## config.mk

```make
export PLATFORM = sky130hd
export DESIGN_NAME = count_controller
export DESIGN_NICKNAME = d
export VERILOG_FILES = /design/src/rtl/count_controller.sv
export SDC_FILE = /design/constraint.sdc
export NUM_CORES = 1
export LEC_CHECK = 0
export CAP_MARGIN = 25
export CORE_MARGIN = 5
export CORE_UTILIZATION = 60
export CTS_CLUSTER_SIZE = 30
export DETAILED_ROUTE_END_ITERATION = 6
export GPL_TIMING_DRIVEN = 0
export MAX_ROUTING_LAYER = met4
export PLACE_DENSITY_LB_ADDON = 0.05
export SLEW_MARGIN = 40
export SYNTH_ARGS = -nofsm -noshare
export SYNTH_HDL_FRONTEND = slang
export SYNTH_HIERARCHICAL = 1
export SYNTH_SLANG_ARGS = --single-unit
```

## constraint.sdc

```tcl
create_clock -name clk_50MHz -period 3.1 [get_ports clk_50MHz]
set_clock_uncertainty 0.2 [all_clocks]
set_input_delay 0.465 -clock clk_50MHz [delete_from_list [all_inputs] [get_ports clk_50MHz]]
set_output_delay 0.465 -clock clk_50MHz [all_outputs]
set_load 0.1 [all_outputs]
```

## src/rtl/count_controller.sv

```systemverilog
// count_controller: four-digit BCD up/down counter with run/pause/clear control.
// Clocked by clk_50MHz; clk_slow, both buttons and dir_up are synchronised
// before use. Buttons are debounced for DEBOUNCE_CYCLES stable cycles.
// Optional build macro SATURATE_EN: the count stops at 9999/0000 and drops
// to PAUSE on the boundary tick instead of wrapping.

// Per-button synchroniser, debouncer and press detector.
module btn_debounce #(
    parameter int DEBOUNCE_CYCLES = 1000000
) (
    input  logic clk_50MHz,
    input  logic reset,
    input  logic btn,
    output logic press
);
    localparam int CW = $clog2(DEBOUNCE_CYCLES + 1);

    logic [1:0]    sync;
    logic          level;
    logic [CW-1:0] cnt;

    // Accepted level flips only after DEBOUNCE_CYCLES consecutive cycles of
    // disagreement; press pulses once on an accepted 0->1 change.
    always_ff @(posedge clk_50MHz or posedge reset) begin
        if (reset) begin
            sync  <= '0;
            level <= 1'b0;
            cnt   <= '0;
            press <= 1'b0;
        end else begin
            sync <= {sync[0], btn};
            if (sync[1] != level) begin
                if (cnt == CW'(DEBOUNCE_CYCLES - 1)) begin
                    level <= sync[1];
                    cnt   <= '0;
                    press <= sync[1];
                end else begin
                    cnt   <= cnt + 1'b1;
                    press <= 1'b0;
                end
            end else begin
                cnt   <= '0;
                press <= 1'b0;
            end
        end
    end
endmodule

module count_controller #(
    parameter int DEBOUNCE_CYCLES = 1000000
) (
    input  logic        clk_50MHz,
    input  logic        reset,
    input  logic        clk_slow,
    input  logic        btn_run,
    input  logic        btn_clear,
    input  logic        dir_up,
    output logic [15:0] count_bcd,
    output logic [1:0]  state,
    output logic        running,
    output logic        wrap_pulse
);
    typedef enum logic [1:0] {IDLE = 2'b00, RUN = 2'b01, PAUSE = 2'b10} state_t;

    state_t      state_q, state_d;
    logic [15:0] count_d;
    logic        wrap_d;
    logic [16:0] step;
    logic [2:0]  slow_sync;
    logic [1:0]  dir_sync;
    logic [1:0]  press;   // [0] run, [1] clear
    logic        tick;

    // One debouncer per button.
    btn_debounce #(.DEBOUNCE_CYCLES(DEBOUNCE_CYCLES)) u_db [1:0] (
        .clk_50MHz (clk_50MHz),
        .reset     (reset),
        .btn       ({btn_clear, btn_run}),
        .press     (press)
    );

    // Per-digit BCD increment/decrement; bit 16 is the carry/borrow out.
    function automatic logic [16:0] bcd_step(input logic [15:0] v, input logic up);
        logic [15:0] r;
        logic        c;
        r = v;
        c = 1'b1;
        for (int i = 0; i < 4; i++) begin
            if (c) begin
                if (up) begin
                    if (v[i*4 +: 4] >= 4'd9) r[i*4 +: 4] = 4'd0;
                    else begin
                        r[i*4 +: 4] = v[i*4 +: 4] + 4'd1;
                        c = 1'b0;
                    end
                end else begin
                    if (v[i*4 +: 4] == 4'd0) r[i*4 +: 4] = 4'd9;
                    else begin
                        r[i*4 +: 4] = v[i*4 +: 4] - 4'd1;
                        c = 1'b0;
                    end
                end
            end
        end
        return {c, r};
    endfunction

    // Synchronise clk_slow (plus one edge-detect stage) and dir_up.
    always_ff @(posedge clk_50MHz or posedge reset) begin
        if (reset) begin
            slow_sync <= '0;
            dir_sync  <= '0;
        end else begin
            slow_sync <= {slow_sync[1:0], clk_slow};
            dir_sync  <= {dir_sync[0], dir_up};
        end
    end

    assign tick = slow_sync[1] & ~slow_sync[2];

    // Next state / next count. Clear beats everything, including a tick;
    // a tick in RUN is applied before a run press moves the FSM on.
    always_comb begin
        state_d = state_q;
        count_d = count_bcd;
        wrap_d  = 1'b0;
        step    = bcd_step(count_bcd, dir_sync[1]);
        if (press[1]) begin
            state_d = IDLE;
            count_d = '0;
        end else begin
            if (state_q == RUN && tick) begin
                wrap_d = step[16];
`ifdef SATURATE_EN
                if (step[16]) state_d = PAUSE;
                else          count_d = step[15:0];
`else
                count_d = step[15:0];
`endif
            end
            if (press[0]) begin
                case (state_q)
                    IDLE:    state_d = RUN;
                    RUN:     state_d = PAUSE;
                    PAUSE:   state_d = RUN;
                    default: state_d = IDLE;
                endcase
            end
        end
    end

    // State, count and wrap pulse registers.
    always_ff @(posedge clk_50MHz or posedge reset) begin
        if (reset) begin
            state_q    <= IDLE;
            count_bcd  <= '0;
            wrap_pulse <= 1'b0;
        end else begin
            state_q    <= state_d;
            count_bcd  <= count_d;
            wrap_pulse <= wrap_d;
        end
    end

    assign state   = state_q;
    assign running = (state_q == RUN);
endmodule

```

# Yosys cells after proc, flatten, opt, wreduce, memory -nomap -nowiden

Index checks and enable logic that the tools add are counted.

Bits in registers: 72
Latch bits: 0
RAM bits: 0
Memory bits (read-only): 0
Output and inout bits: 20
Word-level logic and storage cells: 100
Memories: 0

Add/subtract/negate cells: 10
Multipliers: 0
Div/mod/pow operators: 0
Order comparisons: 4
Eq/ne operators: 6
Shift-type cells: 0
Muxes and demuxes: 45
Bitwise gates (word level): 2
Reductions and logical operators: 17

Operators by type and width:

| operator                                                               | number |
|---|---|
| 20-bit 2-to-1 mux                                                      | 4 |
| 4-bit 2-to-1 mux                                                       | 15 |
| 20-bit by 1-bit adder with 20-bit output (second input constant)       | 2 |
| 20-bit equality test (second input constant)                           | 2 |
| 16-bit 2-to-1 mux                                                      | 2 |
| 1-bit 2-to-1 mux                                                       | 21 |
| 4-bit by 1-bit adder with 4-bit output (second input constant)         | 4 |
| 4-bit >= comparator (second input constant)                            | 4 |
| 4-bit logical NOT                                                      | 4 |
| 4-bit by 1-bit subtractor with 4-bit output (second input constant)    | 4 |
| 2-bit AND reduction                                                    | 5 |
| 2-bit nonzero test                                                     | 5 |
| 2-bit 2-to-1 mux                                                       | 2 |
| 2-bit case mux with 2 select lines                                     | 1 |
| 2-bit by 1-bit equality test with 1-bit output (second input constant) | 1 |
| 2-bit equality test (second input constant)                            | 1 |
| 2-bit logical NOT                                                      | 1 |
| 1-bit inequality test                                                  | 2 |
| 2-bit OR reduction                                                     | 1 |
| 1-bit bitwise AND                                                      | 1 |
| 1-bit logical AND                                                      | 1 |
| 1-bit NOT                                                              | 1 |

# Logic depth before layout (Yosys ltp)

Word-level depth: 8
Gate-level depth with buffers: 8
Depth with buffers taken out: 7

# By module

Netlist, hierarchy kept.

By module, submodules not included:

| module           | times used | cells each | area each (µm²) | sequential area each (µm²) |
|---|---|---|---|---|
| btn_debounce     | 2          | 108        | 1,188.6         | 600.6 |
| count_controller | 1          | 200        | 1,778.0         | 600.6 |

# Worst setup path before layout

Ideal clock, no wire load.

Kind: reg2reg
Start: reg state_q[0] (netlist: state[0])
End: reg count_bcd[10]
Data arrival time: 3.561 ns
Data required time: 2.804 ns
Path slack: -0.757 ns
Cell stages (with the launch flop): 8
Cells stage by stage: dfrtp_1 nor2b_1 and3b_1 clkbuf_1 and3_1 buf_6 a21oi_2 a311oi_2

Longest elaborated chain between the ends: 4

RTL lines:

| item                                           | line | text |
|---|---|---|
| from (decl)                                    | 65   | `state_t state_q, state_d;` |
| from (signal assigned)                         | 159  | `state_q <= state_d;` |
| 2-bit by 1-bit equality test with 1-bit output | n/a  |  |
| via running                                    | 60   | `output logic running,` |
| 1-bit logical AND                              | 132  | `if (state_q == RUN && tick) begin` |
| 2-bit nonzero test (no line)                   | n/a  |  |
| 2-bit AND reduction (no line)                  | n/a  |  |
| to (signal assigned)                           | 160  | `count_bcd <= count_d;` |
| to (decl)                                      | 58   | `output logic [15:0] count_bcd,` |

The timed path passes the listed nets, and every way through them passes these cells.
A chain may end at the register's enable or synchronous reset.

# Final worst setup path

Start: reg count_bcd[8]
End: reg count_bcd[12]

Longest elaborated chain between the ends: 6
Elaborated cells on any way between the ends: 8
Classes of those cells: 1 x order compare; 4 x mux; 3 x reduce/logical

RTL lines:

| item                                                            | line   | text |
|---|---|---|
| 4-bit >= comparator / 4-bit logical NOT (equally long branches) | 91, 97 |  |
| 1-bit 2-to-1 mux, on equally long branches                      | 91, 97 |  |
| 1-bit 2-to-1 mux (*)                                            | 90     | `if (up) begin` |
| 1-bit 2-to-1 mux (*)                                            | 89     | `if (c) begin` |
| 2-bit nonzero test (no line) (*)                                | n/a    |  |
| 2-bit AND reduction (no line) (*)                               | n/a    |  |

Every way passes the cells marked *; elsewhere a longest branch is shown, timed or not.

==> impl_results.md <==
* Status: completed
* Die height at 93.22 µm
* Max_slew headroom at 56.88%
* Initial detailed-routing violation count at 177
* First-pass GRT wire length at 15,100 µm
* Number of global-route vias before repair at 3,250
* Top-area cell type share of the netlist area at 43.36%
* EDFF count, synth at 0
* Die width at 93.22 µm
* Fin crit period at 2504 ps
* PortBufs at 25
* Post-CTS Setup Bufs at 0
* Initial core utilization at 61.50%
* Setup CP Type: reg2reg
* RSZ-0062 raised after global routing: no
* Clk sinks at 72
* Syn Nets at 437
* Crit path max fanout at 8
* Final setup vio count at 0
* Routed Antenna Nets at 0
* Post-Synthesis Cells at 416
* Root buffer cell: clkbuf_8
* Total placed instance area at 0.004413 mm²
* Most frequent cell after synthesis: dfrtp_1
* Worst R2R End: count_bcd[12]
* Post-CTS sizing at 0
* R2r startpoint: count_bcd[8]
* CP startpoint: count_bcd[8]
* Startpoint types: flip-flop
* Async S/R FF share, synth at 100.0%
* Row cnt at 30
* Worst Reg-to-Reg Cells at 7
* Worst-Skew Late Latency at 340 ps
* All-Layer GR Usage at 21.97%
* Detailed Routing Iterations Pass 1 at 4
* Vias/cell at 6.132
* Routability cong. at 0.9423
* Finished Core Util at 68.37%
* Post-layout instance area at 0.004619 mm²
* Hold crit path type: reg2reg
* Critical path data arrival time at 2560 ps
* Placed cells at 521
* DIE AREA at 0.008690 mm²
* Largest cells by area after synthesis: dfrtp_1 (43%), nor2_1 (4.8%), ha_1 (4.5%)
* LEAKAGE at 2.009 nW
* Register area share after synthesis at 43.36%
* PwrDens at 391.3 mW/mm²
* Avg WL per Cell at 16.26 µm
* Antenna violations before repair at 0
* Hold buffers post-CTS at 0
* Synthesis-to-finish area growth at 11.17%
* Htree depth at 3
* Req. time, crit path at 3160 ps
* I/O Pins at 26
* Actual slew at the worst max-slew pin at 644.6 ps
* Syn Std Cell Area at 0.004155 mm²
* CTS tree: built
* Synth Area per Inst at 9.989 µm²
* Clk slew on worst S/H paths at 80 ps
* Layout cells sized above 1 at 17.29%
* Pin count of the biggest net entering global routing at 25
* Synth cell types at 70
* Yosys warns at 6
* Total length of routed wires at 8733 µm
* Num CTS Buffers at 9
* Net count, final at 473
* Via count at 3,293
* Grt ovf at 0
* Yosys top cell by area: dfrtp_1
* Number of synthesized register bits at 72
* Maximum clock rate at 0.3993 GHz
* Ant diodes at 0
* Max-cap viol count at 0
* Crit path capture: count_bcd[12]
* Top_reg_cell synth: dfrtp_1
* Most instantiated cells after synthesis: dfrtp_1 (72), nor2_1 (53), inv_1 (25)
* Clk buf depth at 2
* Final Hold Fails at 0
* Setup TNS at 0 ps
* Core outline area at 0.006756 mm²
* Final Cycle Share at 80.79%
* HPWL after DPL at 5991 µm
* CP Capture Type: flip-flop
* Worst IR drop on VDD at 326.1 µV
* Drt drc at 0
* Total power at 1.808 mW
* Non-Filler Instances at 537
* Pins Over Slew Limit at 0
* R2R setup slack at 600 ps
[power breakdown]
group | internal [mW] | switching [mW]
registers | 0.951 | 0.00996
clock network | 0.413 | 0.357
logic | 0.0258 | 0.0513
total | 1.39 | 0.418
[critical path, stage by stage (launching register included)]
cell and delay, ps:
dfrtp_1 470, inv_1 140, ha_1 270, or3b_1 430
o22ai_1 250, nand4_2 260, a211o_1 300, a21oi_2 110
[routing by layer]
layer | wire length (µm) | vias up | global-route usage (%)
met2 | 4301 | 72 | 35.20
met4 | 104 | 0 | 7.937
met1 | 4033 | 1624 | 28.28
met3 | 294 | 10 | 3.620
li1 | - | 1587 | -
met5 | 0 | - | -
[layout make-up]
type / count / area, µm²
Timing Repair Buffer: 25 / 150.1
Inverter: 25 / 93.84
Tap cell: 80 / 100.1
Sequential cell: 72 / 1802
Buffer: 16 / 85.08
Clock inverter: 5 / 55.05
Clock buffer: 11 / 151.4
Multi-Input combinational cell: 303 / 2182
Fill cell: 541 / 2137
[cell usage in the layout (no fill, tap or decap), drive strengths merged, types with 3 or more instances in the layout]
master          n
mux2i           4
or3b            3
nand4          11
xor2           14
nand3          18
a311oi          5
a21oi          26
dfrtp          72
clkbuf         18
o41ai           3
o211ai          3
clkdlybuf4s50   5
nor2           53
o21ai          10
ha             15
mux2            3
or4             8
nand2          22
nor3            6
o31ai           7
a211oi         11
inv            25
xnor2          17
nor3b           4
and4            4
buf            29
and3            9
nor4            6
or3             4
o22ai           3
a31oi           3
[metrics by stage]
step	hold slack, ps	worst slack [ps]
after floorplan	131.2	131.0
after global placement	132.8	609.8
after detailed placement	135.5	611.9
after CTS	154.2	593.0
after global routing	172.2	410.5
final	151.6	595.6
[flip-flops by register name, indices dropped and copies added (netlist names)]
name and flops:
count_bcd 16, dir_sync 2, slow_sync 3, state 2
u_db/cnt 40, u_db/level 2, u_db/press 2, u_db/sync 4
wrap_pulse 1
[worst min-delay path by stage]
stage,startpoint,slack (ps),end,depth (start not counted)
after floorplan,dir_sync[0],130,dir_sync[1],0
after global placement,u_db[1]/sync[0],130,u_db[1]/sync[1],0
after detailed placement,slow_sync[0],140,slow_sync[1],0
after CTS,slow_sync[0],150,slow_sync[1],0
after global routing,u_db[0]/sync[0],170,u_db[0]/sync[1],0
final,dir_sync[0],150,dir_sync[1],0
[logic make-up (layout without fill, tap and decap cells)]
family / after synthesis / in the layout / synth area share [%]
simple gates: 162 / 162 / 23.10
compound gates: 87 / 87 / 15.60
flops: 72 / 72 / 43.36
buf+inv: 41 / 82 / 4.306
xor+xnor: 31 / 31 / 6.534
fa+ha+maj: 15 / 15 / 4.517
mux: 8 / 8 / 2.590
No activity file was read; power rests on OpenSTA's default activity.
